$ cat config.mk
export PLATFORM = sky130hd
export DESIGN_NAME = tcbus_monitor
export DESIGN_NICKNAME = d
export VERILOG_FILES = /design/src/rtl/tcbus_monitor.sv
export SDC_FILE = /design/constraint.sdc
export NUM_CORES = 1
export LEC_CHECK = 0
export BUFFER_PORTS_ARGS = -buffer_cell sky130_fd_sc_hd__buf_2
export CAP_MARGIN = 0
export CORE_UTILIZATION = 44
export DETAILED_ROUTE_END_ITERATION = 10
export GPL_TIMING_DRIVEN = 0
export PLACE_DENSITY_LB_ADDON = 0.08
export SKIP_CTS_REPAIR_TIMING = 1
export SYNTH_ARGS = -nofsm -noshare
export SYNTH_HDL_FRONTEND = slang
export SYNTH_SLANG_ARGS = --single-unit
export TNS_END_PERCENT = 20
$ cat constraint.sdc
create_clock -name clk_bus -period 4.5 [get_ports clk_bus]
set_input_delay 0.675 -clock clk_bus [delete_from_list [all_inputs] [get_ports clk_bus]]
set_output_delay 0.675 -clock clk_bus [all_outputs]
set_load 0.01 [all_outputs]
$ cat src/rtl/tcbus_monitor.sv
`default_nettype none
// ============================================================================
// Module   : tcbus_monitor
// Purpose  : Passive TC-bus protocol checker: outstanding-transaction counters,
//            request stability checks, watchdogs and sticky error reporting.
// Revision : 1.0 - initial release
// ============================================================================
module tcbus_monitor #(
  parameter int TC_AWIDTH     = 8,
  parameter int TC_DWIDTH     = 8,
  parameter int MAX_OUTST     = 4,
  parameter int TIMEOUT       = 16,
  parameter int RD_SAME_CYCLE = 0
) (
  input  logic                 clk_bus,
  input  logic                 rst_n,
  input  logic                 tc_req,
  input  logic                 tc_rnw,
  input  logic [TC_AWIDTH-1:0] tc_addr,
  input  logic [TC_DWIDTH-1:0] tc_wdata,
  input  logic                 tc_aack,
  input  logic                 tc_rack,
  input  logic                 tc_wack,
  input  logic                 err_clr,
  output logic [3:0]           rd_pending,
  output logic [3:0]           wr_pending,
  output logic [8:0]           err_flags,
  output logic [3:0]           err_first,
  output logic                 err_irq
);

  localparam logic [3:0] C_MAX     = 4'(MAX_OUTST);
  localparam logic [7:0] C_TMO     = 8'(TIMEOUT);
  localparam logic [7:0] C_TMO_M1  = 8'(TIMEOUT - 1);
  localparam logic [3:0] C_NONE    = 4'hF;
  localparam logic       C_RD_SAME = (RD_SAME_CYCLE != 0);

  logic                 r_prev_req;
  logic                 r_prev_aack;
  logic                 r_prev_rnw;
  logic [TC_AWIDTH-1:0] r_prev_addr;
  logic [TC_DWIDTH-1:0] r_prev_wdata;
  logic                 r_hist_vld;
  logic [7:0]           r_wd_aack;
  logic [7:0]           r_wd_rd;
  logic [7:0]           r_wd_wr;

  logic       w_rd_acc;
  logic       w_wr_acc;
  logic [4:0] w_total;
  logic       w_ovf;
  logic       w_stall;
  logic       w_aack_run;
  logic       w_rd_run;
  logic       w_wr_run;
  logic [8:0] w_new_err;
  logic [3:0] w_new_first;
  logic [3:0] w_rd_nxt;
  logic [3:0] w_wr_nxt;
  logic [8:0] w_flags_nxt;
  logic [3:0] w_first_nxt;
  logic [7:0] w_wd_aack_nxt;
  logic [7:0] w_wd_rd_nxt;
  logic [7:0] w_wd_wr_nxt;

  always_comb begin
    w_rd_acc   = tc_req & tc_aack & tc_rnw;
    w_wr_acc   = tc_req & tc_aack & ~tc_rnw;
    w_total    = {1'b0, rd_pending} + {1'b0, wr_pending};
    w_ovf      = (w_rd_acc | w_wr_acc) & (w_total == {1'b0, C_MAX}) & ~tc_rack & ~tc_wack;
    // A request left waiting for aack in the previous cycle must stay stable
    w_stall    = r_hist_vld & r_prev_req & ~r_prev_aack;
    w_aack_run = tc_req & ~tc_aack;
    w_rd_run   = (rd_pending != 4'd0) & ~tc_rack;
    w_wr_run   = (wr_pending != 4'd0) & ~tc_wack;

    w_new_err    = '0;
    w_new_err[0] = w_ovf;
    w_new_err[1] = tc_rack & (rd_pending == 4'd0) & ~(C_RD_SAME & w_rd_acc);
    w_new_err[2] = tc_wack & (wr_pending == 4'd0) & ~w_wr_acc;
    w_new_err[3] = w_stall & ~tc_req;
    w_new_err[4] = w_stall & (tc_addr != r_prev_addr);
    w_new_err[5] = w_stall & (tc_rnw != r_prev_rnw);
    w_new_err[6] = w_stall & ~r_prev_rnw & (tc_wdata != r_prev_wdata);
    w_new_err[7] = w_aack_run & (r_wd_aack == C_TMO_M1);
    w_new_err[8] = (w_rd_run & (r_wd_rd == C_TMO_M1)) | (w_wr_run & (r_wd_wr == C_TMO_M1));

    w_new_first = C_NONE;
    for (int i = 8; i >= 0; i--) begin
      if (w_new_err[i]) w_new_first = 4'(i);
    end

    w_rd_nxt = rd_pending;
    if (w_rd_acc & ~tc_rack & ~w_ovf & (rd_pending < C_MAX))
      w_rd_nxt = rd_pending + 4'd1;
    else if (~w_rd_acc & tc_rack & (rd_pending != 4'd0))
      w_rd_nxt = rd_pending - 4'd1;

    w_wr_nxt = wr_pending;
    if (w_wr_acc & ~tc_wack & ~w_ovf & (wr_pending < C_MAX))
      w_wr_nxt = wr_pending + 4'd1;
    else if (~w_wr_acc & tc_wack & (wr_pending != 4'd0))
      w_wr_nxt = wr_pending - 4'd1;

    if (err_clr) begin
      w_flags_nxt = w_new_err;
      w_first_nxt = w_new_first;
    end else begin
      w_flags_nxt = err_flags | w_new_err;
      w_first_nxt = (err_flags == 9'd0) ? w_new_first : err_first;
    end

    w_wd_aack_nxt = ~w_aack_run ? 8'd0 : ((r_wd_aack == C_TMO) ? C_TMO : r_wd_aack + 8'd1);
    w_wd_rd_nxt   = ~w_rd_run   ? 8'd0 : ((r_wd_rd   == C_TMO) ? C_TMO : r_wd_rd   + 8'd1);
    w_wd_wr_nxt   = ~w_wr_run   ? 8'd0 : ((r_wd_wr   == C_TMO) ? C_TMO : r_wd_wr   + 8'd1);
  end

  always_ff @(posedge clk_bus or negedge rst_n) begin
    if (!rst_n) begin
      rd_pending   <= 4'd0;
      wr_pending   <= 4'd0;
      err_flags    <= 9'd0;
      err_first    <= C_NONE;
      err_irq      <= 1'b0;
      r_prev_req   <= 1'b0;
      r_prev_aack  <= 1'b0;
      r_prev_rnw   <= 1'b0;
      r_prev_addr  <= '0;
      r_prev_wdata <= '0;
      r_hist_vld   <= 1'b0;
      r_wd_aack    <= 8'd0;
      r_wd_rd      <= 8'd0;
      r_wd_wr      <= 8'd0;
    end else begin
      rd_pending   <= w_rd_nxt;
      wr_pending   <= w_wr_nxt;
      err_flags    <= w_flags_nxt;
      err_first    <= w_first_nxt;
      err_irq      <= |w_flags_nxt;
      r_prev_req   <= tc_req;
      r_prev_aack  <= tc_aack;
      r_prev_rnw   <= tc_rnw;
      r_prev_addr  <= tc_addr;
      r_prev_wdata <= tc_wdata;
      r_hist_vld   <= 1'b1;
      r_wd_aack    <= w_wd_aack_nxt;
      r_wd_rd      <= w_wd_rd_nxt;
      r_wd_wr      <= w_wd_wr_nxt;
    end
  end

endmodule
`default_nettype wire

==> flow_summary.yaml <==
run_status:
  status: "finished, final reports clean"
pwr:
  p_leak_nw: 1.78
  power_density_nw_per_um2: 521
  total_power_mw: 2.01
  comb_power_share_pct: 28.8
  seq_power_share_pct: 40.5
  p_int_mw: 1.36
  vdd_ir_drop_max_uv: 166
  p_sw_share_pct: 32.5
  p_clk_share_pct: 30.7
  power_switching_uw: 653
die:
  io_pins: 46
  die_w_um: 88.2
  start_util_pct: 45.3
  die_area_um2: 7780
  std_cell_rows: 31
  core-area_um2: 7210
  die_y_um: 88.2
sta:
  finClkSkew_ns: 0.00910
  fmax_ghz: 0.283
  setup_tns_ns: 0
  slew_violations: 0
  min_period_over_period_pct: 78.6
  hold_violations: 0
  slew-limit-headroom_pct: 32.1
  fin_crit_ns: 3.54
  finalSetupViolCount: 0
  rsz0062_at_grt: "no"
  worstMarginPinSlew_ns: 1.01
worst_setup_path:
  crit_type: "reg -> reg"
  slowest_stage: "or4_4"
  required_ns: 4.71
  crit_path_start_kind: "flip-flop"
  max_stage_delay_ns: 0.56
  cp_common_cell: "ha_1"
  cp_cell_sequence: "ha_1 > fa_1 > or4_4 > nor4b_4 > nand2_2 > nand3_1 > ha_1 > a21o_1 > a21oi_1 > nand2_1 > mux2i_1 > o21ai_1"
  arrival_ns: 3.75
  cp-end-kind: "flip-flop"
  cp_max_fo: 8
logic_synthesis:
  synth_edf_count: 0
  synth_top_family_by_area: "simple AND/OR/NAND/NOR gates"
  ys_seq_elements: 66
  synth_area_per_cell_um2: 11.2
  synth_cells: 293
  synth_compound_area_share_pct: 10.1
  synth_top_area_share_pct: 47.5
  syn_area_um2: 3270
  synthAdderAreaFrac_pct: 7.20
  yosys.area.top_type: "dfrtp_1"
  synth_area_leaders: "dfrtp_1, xor2_1, ha_1"
  synth-xor-area-share_pct: 10.5
  yosys_warnings: 0
  async_flop_share_pct: 100
  synth-simple-area-share_pct: 17.5
  synthFlopType: "dfrtp_1"
  yosys.cell_types.count: 51
  yosysSeqAreaShare_pct: 50.7
  synth_nets: 334
  muxShareOfSynthArea_pct: 2.22
final_layout:
  layout-drive-gt1-share_pct: 21.6
  fillers: 659
  fin_cells: 451
  n_antenna_cell: 0
  syn_to_final_growth_pct: 18.1
  nets: 388
  multi_input_area_um2: 1560
  design_area_um2: 3860
  seqCellArea_um2: 1660
grt:
  track_usage_pct: 18.1
  first_global_vias: 2286
  grt_max_degree: 67
  antenna_found_initial: 0
  grt_remaining_overflow: 0
  grt_pass1_wl_um: 10700
clock_tree:
  cts_htree_levels: 3
  clk_pin_slew_ns: 0.08
  cts_tree: "built"
  ctsLongestPathBuffers: 2
  numCtsBuffers: 9
  cts_sinks: 66
  clock-root-buffer: "clkbuf_8"
  insertion_delay_ns: 0.34
routing:
  drtPass1Iterations: 4
  finalWirelength_um: 6150
  vias: 2270
  drtAntennaViolNets: 0
  first_iter_violations: 102
  wl_per_cell_um: 13.6
  viasPerCell: 5.03
  drc: 0
placement:
  io_buffers: 43
  placed_area_um2: 3610
  dp_cells: 435
  place_congestion: 0.772
  hpwl_um: 4520
hold_path:
  min_path_type: "in -> async"
run:
  max_cap_viol_count: 0
worst max-delay path, delay by kind of cell, from the launching register on:
family          cells  cell delay [ns]
compound gates      3             0.47
fa+ha+maj           3             1.00
flops               1             0.52
mux                 1             0.16
simple gates        5             1.27
routing by layer:
| metal | vias up | share of wire (%) | GRT usage (%) |
|---|---|---|---|
| li1 | 1134 | - | - |
| met1 | 1092 | 48 | 24.1 |
| met2 | 34 | 46 | 28.3 |
| met3 | 10 | 4.1 | 4.05 |
| met4 | 0 | 1.6 | 8.21 |
| met5 | - | 0 | 0 |
through the flow:
stage                     hold slack [ns]  util (%)  worst slack (ns)
after global routing                0.441      53.5             0.748
after floorplan                     0.379         -              1.25
after detailed placement            0.464      50.0             0.960
after CTS                           0.442      53.5             0.931
after global placement              0.474      50.0              1.04
final                               0.405      53.5             0.961
cell usage after synthesis, types with 2 or more instances:
master / number
or4_1: 5
nor4_1: 3
or3_1: 3
nand2_1: 18
fa_1: 3
o21ai_0: 4
nand3b_1: 2
nand3_1: 13
mux2_4: 2
o31ai_1: 2
ha_1: 14
mux2_1: 2
o21a_1: 2
a21oi_1: 6
xnor2_1: 13
inv_1: 13
o2bb2ai_1: 2
nand2b_1: 3
clkbuf_1: 2
and3_1: 2
mux2i_1: 2
o21bai_1: 3
nor4_2: 4
dfrtp_1: 62
o41ai_1: 2
nor2_1: 38
a21o_1: 8
dfstp_2: 4
nor4_4: 2
o21ai_1: 2
nor3_1: 7
xor2_1: 26
cell usage in the layout, fill, tap and decap left out, types with 2 or more instances in the layout:
master      count
nor2_1         38
nand2_1        18
nor4_1          3
a21o_1          8
dfrtp_1        62
nor3_1          7
mux2i_1         2
ha_1           14
o21ai_1         2
or4_1           5
clkinvlp_4      2
clkbuf_8       10
fa_1            3
o21bai_1        3
nand2b_1        3
a21oi_1         6
xor2_1         26
buf_2          42
mux2_1          2
nand3b_1        2
o2bb2ai_1       2
nor4_2          4
and3_1          2
o21a_1          2
clkbuf_1        2
xnor2_1        13
nand3_1        13
nor4_4          2
mux2_4          2
dfstp_2         4
o41ai_1         2
o21ai_0         4
bufinv_16       3
inv_1          13
or3_1           3
o31ai_1         2
path summary, 6_finish.rpt:
path,startpoint,endpoint,slack [ns],depth (start not counted)
max,wr_pending[0],wr_pending[3],0.96,12
min,rst_n,r_prev_wdata[1],0.41,1
max reg2reg,wr_pending[0],wr_pending[3],0.96,12
min reg2reg,err_first[3],err_first[3],0.47,2
max in group asynchronous,rst_n,r_wd_wr[5],3.53,1
min in group clk_bus,tc_addr[4],r_prev_addr[4],0.46,1
sequential cells by signal, summed over array words and instances, names as in the netlist:
name / cells
r_hist_vld: 1
err_irq: 1
rd_pending: 4
err_first: 4
r_prev_wdata: 8
wr_pending: 4
r_wd_rd: 8
r_prev_req: 1
r_prev_aack: 1
r_prev_addr: 8
err_flags: 9
r_wd_wr: 8
r_wd_aack: 8
r_prev_rnw: 1
logic make-up (layout without fill, tap and decap cells):
family,count (synthesis),after routing
compound gates,45,45
simple gates,104,104
other cells,1,1
buf+inv,15,74
mux,6,6
flops,66,66
xor+xnor,39,39
fa+ha+maj,17,17
power by group through the flow:
stage / registers [mW] / clock network (mW) / logic [mW]
2_1_floorplan: 0.836 / 0 / 0.395
3_3_place_gp: 0.828 / 0 / 0.572
3_5_place_dp: 0.830 / 0 / 0.586
4_1_cts: 0.818 / 0.635 / 0.591
5_1_grt: 0.835 / 0.666 / 0.659
6_report: 0.814 / 0.616 / 0.580
area by class of cell:
class,count,share of cell area (%)
sequential,66,42.9
timing repair buffer,43,5.64
clock inverter,6,2.95
tap,99,3.21
multi-input combinational,212,40.3
inverter,13,1.26
clock buffer,10,3.56
buffer,2,0.194
No activity file was read; power rests on OpenSTA's default activity.
